===== src/rtl/mem_array_be.sv =====
// mem_array_be: single-port flop array with per-byte write enables,
// registered read with a valid strobe, and a hardware clear sweep.
module mem_array_be #(
   parameter int DW = 16,
   parameter int DEPTH = 8,
   parameter int AW = 3,
   localparam int NB = DW / 8
) (
   input  logic          clk,
   input  logic          rst,
   input  logic          cs,
   input  logic          we,
   input  logic [AW-1:0] addr,
   input  logic [DW-1:0] din,
   input  logic [NB-1:0] be,
   output logic [DW-1:0] dout,
   output logic          rd_valid,
   input  logic          clr,
   output logic          busy
);
   typedef enum logic {IDLE, CLEAR} state_t;
   localparam logic [AW:0] DEPTH_W = (AW+1)'(DEPTH);
   localparam logic [AW-1:0] LAST = AW'(DEPTH - 1);
   state_t state, state_n;
   logic [DW-1:0] mem [DEPTH];
   logic [AW-1:0] cnt;
   logic acc, hit;
   // clr wins over an access issued in the same IDLE cycle
   always_comb begin
      acc = state == IDLE && cs && !clr;
      hit = {1'b0, addr} < DEPTH_W;
      state_n = state == IDLE ? (clr ? CLEAR : IDLE) : (cnt == LAST ? IDLE : CLEAR);
   end
   assign busy = state == CLEAR;
   always_ff @(posedge clk)
      if (rst) begin
         state <= IDLE;
         cnt <= '0;
         dout <= '0;
         rd_valid <= 1'b0;
         for (int i = 0; i < DEPTH; i++) mem[i] <= '0;
      end else begin
         state <= state_n;
         rd_valid <= acc && !we;
         if (acc && !we) dout <= hit ? mem[addr] : '0;
         if (busy) begin
            mem[cnt] <= '0;
            cnt <= cnt == LAST ? '0 : cnt + 1'b1;
         end
         if (acc && we && hit)
            for (int i = 0; i < NB; i++)
               if (be[i]) mem[addr][8*i +: 8] <= din[8*i +: 8];
      end
endmodule


===== config.mk =====
export PLATFORM = sky130hd
export DESIGN_NAME = mem_array_be
export DESIGN_NICKNAME = d
export VERILOG_FILES = /design/src/rtl/mem_array_be.sv
export SDC_FILE = /design/constraint.sdc
export NUM_CORES = 1
export LEC_CHECK = 0
export BUFFER_PORTS_ARGS = -buffer_cell sky130_fd_sc_hd__buf_4
export CELL_PAD_IN_SITES_DETAIL_PLACEMENT = 2
export CELL_PAD_IN_SITES_GLOBAL_PLACEMENT = 2
export CORE_UTILIZATION = 44
export CTS_BUF_LIST = sky130_fd_sc_hd__clkbuf_4
export DETAILED_ROUTE_END_ITERATION = 6
export HOLD_SLACK_MARGIN = 0.05
export PLACE_DENSITY_LB_ADDON = 0.1
export SYNTH_ARGS = -nofsm -noshare
export SYNTH_HDL_FRONTEND = slang
export SYNTH_SLANG_ARGS = --single-unit

===== constraint.sdc =====
create_clock -name clk -period 2.3 [get_ports clk]
set_input_delay 0.46 -clock clk [delete_from_list [all_inputs] [get_ports clk]]
set_output_delay 0.46 -clock clk [all_outputs]
set_load 0.01 [all_outputs]

==> qor.csv <==
stage;metric;value;unit
global_routing;largest net degree at the start of global routing;40;
finish;# diodes;0;
synthesis;Synth Warn #;0;
drt;final WL;20270;µm
drt;1st-iter DRT viols;339;
worst_setup_path;Crit. path cell count;4;
outcome;status;completed;
die;die area;0.01627;mm²
worst_setup_path;FF-to-FF Start;busy;
synthesis;mux cell area share after synthesis;10.30;%
drt;routed len/inst;24.63;µm
die;# rows;45;
pwr;peak supply drop;339.4;µV
timing;period utilisation layout;94.38;%
clock_tree;number of hold buffers added after cts;0;
finish;most frequent cells in the layout;128 x and3_1, 128 x edfxtp_1, 81 x buf_4;
worst_setup_path;CP top delay family;simple AND/OR/NAND/NOR gates;
worst_setup_path;Max FO, Critical Path;8;
pwr;Power Total;5.368;mW
synthesis;Mapped Area;0.006935;mm²
die;I/O pin count;44;
finish;Area Growth Syn to Fin;12.92;%
worst_hold_path;worst hold path class;in2reg;
clock_tree;CTS max path bufs;2;
worst_setup_path;Bufs and invs on worst path;0;
timing;setup TNS;0;ns
finish;fin nets;627;
timing;Tmin final;2.171;ns
global_routing;gr ovfl total;0;
timing;f_max;0.4607;GHz
worst_setup_path;data arrival time of the worst path;2.38;ns
synthesis;post-synthesis compound-gate area fraction;6.946;%
synthesis;fraction of registers with async set/reset;0;%
synthesis;xor/xnor share of the synthesized area;0;%
synthesis;syn avg cell area;12.70;µm²
drt;Residual DRC;0;
worst_setup_path;worst reg2reg path depth;4;
worst_setup_path;critical path, cell by cell;and4bb_2 > nor2b_1 > a31oi_1 > nor2_1;
clock_tree;# resized after CTS;0;
worst_hold_path;Hold Startpoint;we;
clock_tree;setup bufs post-CTS;0;
die;Die Height;127.5;µm
clock_tree;H-tree depth;4;
pwr;power density over cell area;685.5;mW/mm²
global_routing;initial antenna violation count;0;
clock_tree;Clk Tree Root Cell;clkbuf_4;
worst_hold_path;hold depth;4;
timing;Worst Tran Pin Value;1.303;ns
clock_tree;CTS buffer count;17;
worst_setup_path;Worst EP required;2.51;ns
synthesis;register area share after synthesis;61.48;%
synthesis;Syn Nets;574;
finish;area occupied by multi-input gates;0.002392;mm²
timing;final setup fails;0;
clock_tree;CTS sink cnt;149;
timing;RSZ-0062 raised after global routing;false;
drt;drt pass-1 iters;5;
finish;share of cells above drive strength 1;20.59;%
synthesis;adder-cell share of the synthesized area;0.3608;%
clock_tree;clock latency on the worst-skew pair;0.58;ns
placement;PortBufs;43;
clock_tree;clk slew on worst S/H paths;0.12;ns
synthesis;Post-Synth Simple-Gate Area;16.89;%
timing;Clock Skews;0.02660;ns
placement;DP HPWL;14130;µm
drt;DR vias;4810;
synthesis;Post-synth top flop;edfxtp_1;
finish;register area;0.004264;mm²
global_routing;gr usage total;26.87;%
die;Initial Util;45.29;%
finish;fill count;1516;
worst_setup_path;Crit. End Element;register;
worst_setup_path;critical path's slowest cell;nor2_1;
placement;GPL Wtd Cong;0.7650;
global_routing;vias in the first global route;5169;
timing;final hold viol count;0;
synthesis;Unique masters post-synth;35;
synthesis;largest family of logic cells by synthesized area;simple AND/OR/NAND/NOR gates;
timing;Worst slew margin;12.98;%
worst_setup_path;CP peak stage delay;0.64;ns
job;Max Cap Viol;0;
timing;Max Transition Viols Final;0;
worst_setup_path;CP Launch Point;busy;
synthesis;Syn Inst Count;546;
drt;Routed Antenna Nets;0;
global_routing;first-pass GRT wire length;31400;µm
die;Die X;127.5;µm
worst_setup_path;startpoint types;register;
clock_tree;CTS tree;yes;
drt;vias per inst;5.844;
worst_setup_path;WS Path Type;reg2reg;
synthesis;synthesized flop and latch total;149;
die;core area;0.01531;mm²
pwr;Leak;3.480;nW
synthesis;EDFF count, synth;128;
-- worst paths after layout --
kind	end	slack, ns
max	mem[0][9]	0.13
min	dout[10]	0.25
max reg2reg	mem[0][9]	0.13
min reg2reg	dout[7]	0.51
-- registers in the layout, indices dropped and copies added (netlist names) --
name,count
mem,128
cnt,3
dout,16
busy,1
rd_valid,1
-- Yosys cell counts (3+ instances only) --
cell / instances / area [µm²]
inv_1: 8 / 30.03
nor3_2: 4 / 40.04
mux2_2: 3 / 33.78
edfxtp_1: 128 / 3844
clkbuf_2: 3 / 15.01
a21oi_1: 14 / 70.07
clkbuf_1: 15 / 56.30
dfxtp_1: 21 / 420.4
a21oi_2: 9 / 78.83
a22oi_1: 32 / 240.2
buf_2: 25 / 125.1
mux2i_1: 68 / 680.7
nor2b_1: 3 / 18.77
buf_6: 4 / 45.04
nor2_1: 38 / 142.6
nor3_1: 16 / 80.08
a31oi_1: 4 / 25.02
and3_1: 128 / 800.8
-- through the flow --
stage               util (%)  setup slack (ns)  instance area (µm²)  hold slack, ns  cells
global placement       49.49          -0.04102                 7579          0.4891    791
CTS                    51.14            0.1133                 7831          0.2130    823
finish                 51.14            0.1292                 7831          0.2468    823
floorplan                  -            0.2335                 6935          0.4981    546
global route           51.14          0.009727                 7831          0.2292    823
detailed placement     49.49           -0.1449                 7579          0.4959    791
-- logic make-up after synthesis --
group / Yosys count
fa+ha+maj: 2
buf+inv: 56
flops: 149
simple gates: 199
compound gates: 69
mux: 71
-- routing by layer --
layer / routed length [µm] / up-vias / track usage [%]
li1: - / 2174 / -
met1: 9449 / 2467 / 38.09
met2: 9474 / 145 / 41.88
met3: 1041 / 24 / 4.983
met4: 306 / 0 / 8.403
met5: 0 / - / 0
-- area by class of cell --
class                           instances  area share (%)
Clock inverter                         14           1.502
Clock buffer                           18           1.726
Sequential cell                       149           54.45
Inverter                                8          0.3834
Tap cell                              211           3.371
Timing Repair Buffer                   82           8.020
Multi-Input combinational cell        341           30.55
-- worst register-to-register path: cells and delay by family (launching register included) --
kind	cells	cell delay, ns
flip-flops	1	0.33
AO/OA/AOI/OAI	1	0.15
AND/OR/NAND/NOR	3	1.33
-- where the power goes --
part | switching, mW | total (mW) | internal (mW)
Combinational | 0.416 | 0.637 | 0.221
Clock | 0.953 | 1.58 | 0.626
Sequential | 0.0610 | 3.15 | 3.09
(Power assumes the default switching activity.)
